## src/rtl/slot_game_ctrl_pkg.sv

```systemverilog
// Shared types, default parameters and the reel grading rule for the slot game controller.
package slot_game_ctrl_pkg;

    localparam int REEL_W   = 3;
    localparam int CREDIT_W = 8;
    localparam int CNT_W    = 8;

    localparam int DEF_CREDIT_MAX = 99;
    localparam int DEF_WIN3_PAY   = 10;
    localparam int DEF_WIN2_PAY   = 2;
    localparam int DEF_PAY_GAP    = 4;

    typedef enum logic [2:0] {
        ST_IDLE      = 3'd0,
        ST_LAUNCH    = 3'd1,
        ST_SPIN_WAIT = 3'd2,
        ST_SPIN      = 3'd3,
        ST_EVAL      = 3'd4,
        ST_PAYOUT    = 3'd5
    } state_t;

    typedef enum logic [1:0] {
        GR_NONE   = 2'd0,
        GR_PAIR   = 2'd1,
        GR_TRIPLE = 2'd2
    } grade_t;

    // The slot body's fever flag is trusted for the triple; pairs come from the raw reel values.
    function automatic grade_t grade_reels(
        input logic              fever,
        input logic [REEL_W-1:0] l,
        input logic [REEL_W-1:0] m,
        input logic [REEL_W-1:0] r
    );
        if (fever) begin
            return GR_TRIPLE;
        end
        if ((l == m) || (m == r) || (l == r)) begin
            return GR_PAIR;
        end
        return GR_NONE;
    endfunction

endpackage

```

## src/rtl/slot_game_ctrl_if.sv

```systemverilog
// Board/slot-body side signals of the game controller, bundled with directional modports.
interface slot_game_ctrl_if;
    import slot_game_ctrl_pkg::*;

    logic                coin_btn;
    logic                start_btn;
    logic                run_stop;
    logic                fever;
    logic [REEL_W-1:0]   left;
    logic [REEL_W-1:0]   middle;
    logic [REEL_W-1:0]   right;

    logic                slot_start;
    logic [CREDIT_W-1:0] credit;
    logic                paying;
    logic                win3;
    logic                win2;
    logic [2:0]          state;

    modport master (
        output coin_btn, start_btn, run_stop, fever, left, middle, right,
        input  slot_start, credit, paying, win3, win2, state
    );

    modport slave (
        input  coin_btn, start_btn, run_stop, fever, left, middle, right,
        output slot_start, credit, paying, win3, win2, state
    );

endinterface

```

## src/rtl/slot_game_ctrl_btn_edge.sv

```systemverilog
// Two-flop synchroniser for a raw push-button followed by a registered rising-edge pulse.
module btn_edge (
    input  logic clock,
    input  logic reset,
    input  logic raw,
    output logic pulse
);

    // r_pipe[0..1] synchronise, r_pipe[2] remembers the previous synchronised level.
    logic [2:0] r_pipe;
    logic       r_pulse;

    always_ff @(posedge clock) begin
        if (reset) begin
            r_pipe  <= '0;
            r_pulse <= 1'b0;
        end else begin
            r_pipe  <= {r_pipe[1:0], raw};
            r_pulse <= r_pipe[1] & ~r_pipe[2];
        end
    end

    assign pulse = r_pulse;

endmodule

```

## src/rtl/slot_game_ctrl.sv

```systemverilog
// Slot machine game controller: credit counter, start launch, spin tracking, grading and paced payout.
module slot_game_ctrl
    import slot_game_ctrl_pkg::*;
#(
    parameter int CREDIT_MAX = DEF_CREDIT_MAX,
    parameter int WIN3_PAY   = DEF_WIN3_PAY,
    parameter int WIN2_PAY   = DEF_WIN2_PAY,
    parameter int PAY_GAP    = DEF_PAY_GAP
) (
    input  logic            clock,
    input  logic            reset,
    slot_game_ctrl_if.slave bus
);

    localparam int N_BTN     = 2;
    localparam int BTN_COIN  = 0;
    localparam int BTN_START = 1;
    localparam int SUM_W     = CREDIT_W + 2;

    logic [N_BTN-1:0]    w_btn_raw;
    logic [N_BTN-1:0]    w_btn_ev;
    logic                w_coin_ev;
    logic                w_start_ev;
    logic                w_accept;
    logic                w_tick;
    grade_t              w_grade;
    logic [CNT_W-1:0]    w_pay;
    logic [SUM_W-1:0]    w_sum;
    logic [CREDIT_W-1:0] w_credit_next;

    state_t              r_state;
    logic                r_slot_start;
    logic                r_paying;
    logic                r_win3;
    logic                r_win2;
    logic [CREDIT_W-1:0] r_credit;
    logic [CNT_W-1:0]    r_pay_left;
    logic [CNT_W-1:0]    r_gap;

    assign w_btn_raw[BTN_COIN]  = bus.coin_btn;
    assign w_btn_raw[BTN_START] = bus.start_btn;

    genvar gi;
    generate
        for (gi = 0; gi < N_BTN; gi++) begin : g_btn
            btn_edge u_btn (
                .clock (clock),
                .reset (reset),
                .raw   (w_btn_raw[gi]),
                .pulse (w_btn_ev[gi])
            );
        end
    endgenerate

    assign w_coin_ev  = w_btn_ev[BTN_COIN];
    assign w_start_ev = w_btn_ev[BTN_START];

    assign w_accept = (r_state == ST_IDLE) && w_start_ev && (r_credit != '0);
    assign w_tick   = (r_state == ST_PAYOUT) && (r_gap == '0);

    // Single adder for every credit source; a start only ever removes one credit that exists.
    always_comb begin
        w_sum = SUM_W'(r_credit) + SUM_W'(w_coin_ev) + SUM_W'(w_tick) - SUM_W'(w_accept);
        w_credit_next = r_credit;
        if (w_sum[SUM_W-1]) begin
            w_credit_next = '0;
        end else if (w_sum > SUM_W'(CREDIT_MAX)) begin
            w_credit_next = CREDIT_W'(CREDIT_MAX);
        end else begin
            w_credit_next = w_sum[CREDIT_W-1:0];
        end
    end

    assign w_grade = grade_reels(bus.fever, bus.left, bus.middle, bus.right);

    always_comb begin
        w_pay = '0;
        case (w_grade)
            GR_TRIPLE: w_pay = CNT_W'(WIN3_PAY);
            GR_PAIR:   w_pay = CNT_W'(WIN2_PAY);
            default:   w_pay = '0;
        endcase
    end

    always_ff @(posedge clock) begin
        if (reset) begin
            r_state      <= ST_IDLE;
            r_slot_start <= 1'b0;
            r_paying     <= 1'b0;
            r_win3       <= 1'b0;
            r_win2       <= 1'b0;
            r_credit     <= '0;
            r_pay_left   <= '0;
            r_gap        <= '0;
        end else begin
            r_credit     <= w_credit_next;
            r_slot_start <= w_accept;
            case (r_state)
                ST_IDLE: begin
                    if (w_accept) begin
                        r_state <= ST_LAUNCH;
                        r_win3  <= 1'b0;
                        r_win2  <= 1'b0;
                    end
                end
                ST_LAUNCH: begin
                    r_state <= ST_SPIN_WAIT;
                end
                ST_SPIN_WAIT: begin
                    if (bus.run_stop) begin
                        r_state <= ST_SPIN;
                    end
                end
                ST_SPIN: begin
                    if (!bus.run_stop) begin
                        r_state <= ST_EVAL;
                    end
                end
                ST_EVAL: begin
                    r_win3 <= (w_grade == GR_TRIPLE);
                    r_win2 <= (w_grade == GR_PAIR);
                    if (w_pay != '0) begin
                        r_state    <= ST_PAYOUT;
                        r_paying   <= 1'b1;
                        r_pay_left <= w_pay;
                        r_gap      <= CNT_W'(PAY_GAP - 1);
                    end else begin
                        r_state <= ST_IDLE;
                    end
                end
                ST_PAYOUT: begin
                    // The gap timer counts down to zero; the zero cycle is the payout tick.
                    if (w_tick) begin
                        r_gap      <= CNT_W'(PAY_GAP - 1);
                        r_pay_left <= r_pay_left - 1'b1;
                        if (r_pay_left == CNT_W'(1)) begin
                            r_state  <= ST_IDLE;
                            r_paying <= 1'b0;
                        end
                    end else begin
                        r_gap <= r_gap - 1'b1;
                    end
                end
                default: begin
                    r_state <= ST_IDLE;
                end
            endcase
        end
    end

    assign bus.slot_start = r_slot_start;
    assign bus.credit     = r_credit;
    assign bus.paying     = r_paying;
    assign bus.win3       = r_win3;
    assign bus.win2       = r_win2;
    assign bus.state      = r_state;

endmodule

```

## src/flat_wrapper.sv

```systemverilog
// flat-port wrapper written by rule: the top's interface ports become plain ports
module slot_game_ctrl_flat import slot_game_ctrl_pkg::*;
#(
    parameter int CREDIT_MAX = DEF_CREDIT_MAX,
    parameter int WIN3_PAY   = DEF_WIN3_PAY,
    parameter int WIN2_PAY   = DEF_WIN2_PAY,
    parameter int PAY_GAP    = DEF_PAY_GAP
)
  (clock, reset, bus_coin_btn, bus_start_btn, bus_run_stop, bus_fever, bus_left, bus_middle, bus_right, bus_slot_start, bus_credit, bus_paying, bus_win3, bus_win2, bus_state);
  slot_game_ctrl_if bus_i ();
  input  logic clock;
  input  logic reset;
  input wire logic [$bits(bus_i.coin_btn)-1:0] bus_coin_btn;
  input wire logic [$bits(bus_i.start_btn)-1:0] bus_start_btn;
  input wire logic [$bits(bus_i.run_stop)-1:0] bus_run_stop;
  input wire logic [$bits(bus_i.fever)-1:0] bus_fever;
  input wire logic [$bits(bus_i.left)-1:0] bus_left;
  input wire logic [$bits(bus_i.middle)-1:0] bus_middle;
  input wire logic [$bits(bus_i.right)-1:0] bus_right;
  output wire logic [$bits(bus_i.slot_start)-1:0] bus_slot_start;
  output wire logic [$bits(bus_i.credit)-1:0] bus_credit;
  output wire logic [$bits(bus_i.paying)-1:0] bus_paying;
  output wire logic [$bits(bus_i.win3)-1:0] bus_win3;
  output wire logic [$bits(bus_i.win2)-1:0] bus_win2;
  output wire logic [$bits(bus_i.state)-1:0] bus_state;
  assign bus_i.coin_btn = bus_coin_btn;
  assign bus_i.start_btn = bus_start_btn;
  assign bus_i.run_stop = bus_run_stop;
  assign bus_i.fever = bus_fever;
  assign bus_i.left = bus_left;
  assign bus_i.middle = bus_middle;
  assign bus_i.right = bus_right;
  assign bus_slot_start = bus_i.slot_start;
  assign bus_credit = bus_i.credit;
  assign bus_paying = bus_i.paying;
  assign bus_win3 = bus_i.win3;
  assign bus_win2 = bus_i.win2;
  assign bus_state = bus_i.state;
  slot_game_ctrl #(.CREDIT_MAX(CREDIT_MAX), .WIN3_PAY(WIN3_PAY), .WIN2_PAY(WIN2_PAY), .PAY_GAP(PAY_GAP)) u_core (.clock(clock), .reset(reset), .bus(bus_i));
endmodule
```

## config.mk

```make
export PLATFORM = sky130hd
export DESIGN_NAME = slot_game_ctrl_flat
export DESIGN_NICKNAME = d
export VERILOG_FILES = /design/src/rtl/slot_game_ctrl_pkg.sv /design/src/rtl/slot_game_ctrl_if.sv /design/src/rtl/slot_game_ctrl_btn_edge.sv /design/src/rtl/slot_game_ctrl.sv /design/src/flat_wrapper.sv
export SDC_FILE = /design/constraint.sdc
export NUM_CORES = 1
export LEC_CHECK = 0
export ABC_CLOCK_PERIOD_IN_PS = 3900
export CAP_MARGIN = 20
export CORE_ASPECT_RATIO = 2
export CORE_MARGIN = 4
export CORE_UTILIZATION = 30
export CTS_CLUSTER_DIAMETER = 200
export DETAILED_ROUTE_END_ITERATION = 10
export PLACE_DENSITY_LB_ADDON = 0.2
export SLEW_MARGIN = 20
export SYNTH_ARGS = -nofsm -noshare
export SYNTH_HDL_FRONTEND = slang
export SYNTH_HIERARCHICAL = 1
export SYNTH_SLANG_ARGS = --single-unit
```

## constraint.sdc

```tcl
create_clock -name clock -period 3.9 [get_ports clock]
set_input_delay 0.975 -clock clock [delete_from_list [all_inputs] [get_ports clock]]
set_output_delay 0.975 -clock clock [all_outputs]
set_load 0.05 [all_outputs]
```

* After elaboration in Yosys (flattened, before gate mapping)
Index checks and enable logic that the tools add are counted.
Operators by class: add/sub/neg operators 5, $lt $le $gt $ge 1, equal/unequal tests 17, mux-type cells 29, bitwise logic cells 4, reductions and logical operators 18
Operators by type and width (count):
- 8-bit two-way mux | 4
- 8-bit case mux with 2 select lines | 2
- 3-bit two-way mux | 6
- 3-bit case mux with 6 select lines | 1
- 8-bit nonzero test | 2
- 8-bit by 1-bit subtractor with 8-bit output, second input constant | 2
- 10-bit by 1-bit adder with 10-bit output | 1
- 10-bit by 7-bit > comparator with 1-bit output, second input constant | 1
- 10-bit by 1-bit subtractor with 10-bit output | 1
- 8-bit by 1-bit adder with 9-bit output | 1
- 3-bit == test | 3
- 8-bit by 1-bit == test with 1-bit output, second input constant | 1
- 8-bit logical NOT | 1
- 2-bit two-way mux | 4
- 4-bit case mux with 2 select lines | 1
- 1-bit two-way mux | 7
- 7-bit two-way mux | 1
- 3-bit by 2-bit == test with 1-bit output, second input constant | 2
- 3-bit == test, second input constant | 2
- 2-bit by 1-bit != test with 1-bit output, second input constant | 3
- 2-bit != test, second input constant | 3
- 1-bit case mux with 2 select lines | 3
- 5-bit AND reduction | 1
- 2-bit AND reduction | 2
- other kinds (13) | 19
Word-level totals: register bits 39, input port bits 15, output and inout port bits 15, logic and storage cells 87

* Logic depth before layout (Yosys ltp)
depth after elaboration 12, mapped depth 15, gate-level depth less buffers 15

* Cells and area by module
The synthesis kept the hierarchy.
By module, submodules not included:
- slot_game_ctrl | times used 1, cells each 245, area each 2092.0 um2, sequential area each 620.6 um2
- btn_edge | times used 2, cells each 8, area each 111.4 um2, sequential area each 80.1 um2

* Least setup slack after synthesis
Ideal clock, no wire load.
path type reg2reg, start reg u_core.r_credit[6] (netlist: u_core/bus.credit[6]), end reg u_core.r_credit[0] (netlist: u_core/bus.credit[0]), setup time 120 ps, data arrival time 3363 ps, required time 3780 ps, slack 417 ps, stages on the path, launching flop included 16, buffers on the path 0, period minus slack after synthesis 3483 ps, cells stage by stage dfxtp_1 -> inv_1 -> ha_1 -> nand4_1 -> o2111ai_1 -> inv_1 -> ha_1 -> fa_1 -> inv_1 -> fa_1 -> a211o_1 -> a31oi_1 -> o21bai_1 -> xnor2_2 -> and4bb_4 -> o31a_1
On the way: longest elaborated chain between the ends 5, elaborated cells on any way between the ends 8, those cells by class 3 x add/sub; 1 x order compare; 1 x mux; 3 x reduce/logical
RTL lines:
- from (decl) | line slot_game_ctrl.sv:36 | logic [CREDIT_W-1:0] r_credit;
- from (signal assigned) | line slot_game_ctrl.sv:96 | r_credit <= w_credit_next;
- 8-bit nonzero test * | line slot_game_ctrl.sv:58 | assign w_accept = (r_state == ST_IDLE) && w_start_ev && (r_credit != '0);
- 1-bit logical AND * | line slot_game_ctrl.sv:58
- via u_core.w_accept | line slot_game_ctrl.sv:24 | logic w_accept;
- 10-bit by 1-bit subtractor with 10-bit output * | line slot_game_ctrl.sv:63 | w_sum = SUM_W'(r_credit) + SUM_W'(w_coin_ev) + SUM_W'(w_tick) - SUM_W'(w_accept);
- 10-bit by 7-bit > comparator with 1-bit output | line slot_game_ctrl.sv:67 | end else if (w_sum > SUM_W'(CREDIT_MAX)) begin
- 7-bit two-way mux | line slot_game_ctrl.sv:67
Mark *: on every way through the listed nets, which the timed path passes. The rest lies on a longest branch. A chain may end at the register's enable or synchronous reset.

* Final worst setup path
start reg u_core.r_credit[6] (netlist: u_core/bus.credit[6]), end reg u_core.r_credit[1] (netlist: u_core/bus.credit[1])
Same word-level chain as after synthesis.

==> impl_results.md <==
* Via count at 2040
* Maximum number of pins on one net before global-route repair at 23
* Die Footprint at 9270 um2
* Antenna violations before repair at 0
* Sum of negative setup slack at 0 ns
* Dpl hpwl at 4.85 mm
* Cell mode on critical path: inv_1
* Post-synthesis cell type count at 55
* Leak pwr at 1.10 nW
* FFs w/ async S/R, synth at 0
* Vias in the first global route at 2116
* Critical Path Max Stage Delay at 0.49 ns
* Diodes inserted at 0
* Layout cells sized above 1 at 0.0878
* Cell Chain, Critical Path: inv_1, ha_1, nand4_1, o2111ai_1, inv_1, ha_1, fa_1, inv_1, fa_1, a211o_1, a31oi_1, o21bai_1, xnor2_2, and4bb_4, o31a_1
* IO Count at 30
* Clk Latency, worst-skew pair at 0.28 ns
* Power per cell area at 707 nW/um2
* Clock skew at 0.00309 ns
* Status: finished, final reports clean
* CTS Buf Count at 5
* Syn_area_per_cell at 8.87 um2
* Via/cell ratio at 5.23
* Die W at 70.1 um
* Max rail drop VDD at 0.250 mV
* # DRC at 0
* CP required at 4.07 ns
* Cells after synthesis at 261
* Iter 0 DRT Violations at 95
* Grt total ovfl at 0
* Max_slew headroom at 0.469
* Most used DFF post-synth: dfxtp_1
* Total global routing track utilization at 0.134
* H-tree levels at 2
* Core area at 7540 um2
* Sequential fraction of the synthesis area at 0.337
* Input/output buffers at 29
* CP Capture Type: flop
* Nets@finish at 328
* CP Data Arrival Time at 3.80 ns
* Setup violators final at 0
* Clk buf depth at 2
* Die Ht at 132 um
* FP Rows at 45
* RSZ-0062 raised after global routing: false
* Reg-to-reg setup timing slack at 0.26 ns
* DR pass1 iterations at 4
* Routed WL per cell at 15.4 um
* DRT Wirelength at 6.02 mm
* Crit Path Max Fanout at 5
* Max Freq at 275 MHz
* Synth Register Bits at 39
* Crit Path Class: flop to flop
* Min cycle time layout at 3.64 ns
* Netlist Area Pre-Place at 2310 um2
* Pwr Total at 2.05 mW
* Final Hold Viols at 0
* Min-delay worst type: flop to flop
* Slowest CP cell: fa_1
* CTS tree: done
* Post-route clock period utilization at 0.932
* EDFF count, synth at 0
* Syn. warnings at 6
* CTS sink count at 39
* Worst-margin pin slew at 0.794 ns
* Syn_nets at 294
* Slew Limit Fails at 0
* Placer Congestion at 0.816
* Startpoint types: flop
* Clock-pin transition on the worst setup and hold timing paths at 0.06 ns
* Max_cap viols at 0
* Initial Utilization at 0.307
* Area Overhead vs Synth at 25.2%
* Post-route ant nets at 0
* First-pass GRT wire length at 9.85 mm
* Clock root buffer: clkbuf_16
-- state kept, by name, summed over array words and instances (netlist names) --
signal / cells
u_core/r_pay_left: 8
u_core/bus.paying: 1
u_core/g_btn.u_btn/r_pipe: 6
u_core/g_btn.u_btn/pulse: 2
u_core/bus.credit: 8
u_core/bus.slot_start: 1
u_core/bus.win3: 1
u_core/bus.state: 3
u_core/bus.win2: 1
u_core/r_gap: 8
-- stage by stage --
| stage | setup slack, ns | hold WS, ns | instances | instance area, um2 | util |
|---|---|---|---|---|---|
| 2_1_floorplan | 0.417 | 0.387 | 261 | 2310 | - |
| 5_1_grt | 0.0516 | 0.421 | 390 | 2900 | 0.384 |
| 6_report | 0.265 | 0.405 | 390 | 2900 | 0.384 |
| 3_5_place_dp | 0.341 | 0.400 | 382 | 2720 | 0.360 |
| 3_3_place_gp | 0.477 | 0.394 | 382 | 2720 | 0.360 |
| 4_1_cts | 0.300 | 0.406 | 390 | 2890 | 0.383 |
-- final cells by class --
cell class / instances / area [um2]
Sequential cell: 39 / 781
Fill cell: 792 / 4650
Clock buffer: 6 / 139
Multi-Input combinational cell: 195 / 1430
Tap cell: 94 / 118
Inverter: 21 / 78.8
Clock inverter: 2 / 35.0
Timing Repair Buffer: 33 / 320
-- power by group --
part	switching (mW)	total, mW	internal [mW]
clock	0.156	0.474	0.318
combinational	0.672	1.11	0.441
sequential	0.0285	0.463	0.435
total	0.857	2.05	1.19
-- worst max-delay path: cells and delay by family, from the launching register on --
family | cells | cell delay, ns
xor gates and xnor gates | 1 | 0.23
adders and majority gates | 4 | 1.20
AOI/OAI and AO/OA | 5 | 1.14
buffers and inverters | 3 | 0.25
and+or+nand+nor | 2 | 0.38
DFF | 1 | 0.33
-- per-layer routing --
| layer | GRT usage | up-vias | share of wire |
|---|---|---|---|
| li1 | - | 1003 | - |
| met4 | 0.0832 | 0 | 0.050 |
| met3 | 0.0229 | 24 | 0.033 |
| met5 | 0 | - | 0 |
| met2 | 0.266 | 49 | 0.58 |
| met1 | 0.118 | 964 | 0.33 |
-- synthesized netlist by cell type, drive strengths merged, types with 3 or more instances --
cell	instances	share of area
dfxtp	39	0.34
nor2	26	0.042
inv	21	0.034
a21oi	17	0.037
ha	16	0.086
nand2	14	0.023
xor2	11	0.042
nand3	9	0.019
nor4	9	0.032
xnor2	9	0.037
nor2b	8	0.025
nor3	7	0.020
o21ai	6	0.013
a211oi	5	0.018
buf	5	0.013
or3	5	0.016
a311oi	4	0.015
a31oi	4	0.011
nor3b	4	0.017
a21o	3	0.0097
mux2i	3	0.013
nand2b	3	0.0081
nand4	3	0.0081
-- path summary, 6_finish.rpt --
path | start | end | cells past startpoint
min | u_core/g_btn[1].u_btn/r_pipe[2]$_SDFF_PP0_ | u_core/g_btn[1].u_btn/pulse$_SDFF_PP0_ | 1
min reg2reg | u_core/g_btn[1].u_btn/r_pipe[2]$_SDFF_PP0_ | u_core/g_btn[1].u_btn/pulse$_SDFF_PP0_ | 1
max reg2reg | u_core/bus.credit[6]$_SDFF_PP0_ | u_core/bus.credit[1]$_SDFF_PP0_ | 15
max | u_core/bus.credit[6]$_SDFF_PP0_ | u_core/bus.credit[1]$_SDFF_PP0_ | 15
-- layout by cell type (no fill, tap or decap), types with 3 or more instances in the layout --
cell and n:
buf_4 4, or3_1 4, nand4_1 3, ha_1 16, nor2b_1 7, xor2_1 11
dfxtp_1 39, nand3_1 9, nor2_1 26, a311oi_1 4, nand2_1 14, a21o_1 3
nor4_1 5, inv_1 21, nor3_1 6, a21oi_1 17, a31oi_1 4, o21ai_0 6
clkdlybuf4s50_1 29, xnor2_1 8, clkbuf_16 5, a211oi_1 4, nor4_2 4, nand2b_1 3
mux2i_1 3
-- timing repair --
action | 4_1_cts | 5_1_grt
resized for setup | 0 | 1
hold buffers | 0 | 0
endpoints found under the setup margin | 0 | 1
setup buffers | 0 | 0
-- kinds of logic (layout without fill, tap and decap cells) --
kind of cell,count (synthesis),count (layout),synth area share
AOI/OAI and AO/OA,56,56,0.166
xor gates and xnor gates,20,20,0.0789
adders and majority gates,18,18,0.104
buffers and inverters,27,62,0.0486
DFF,39,39,0.337
muxes,3,3,0.0130
other,1,1,0.00162
and+or+nand+nor,97,97,0.251
Note: power is estimated with default switching activity, not from simulation.
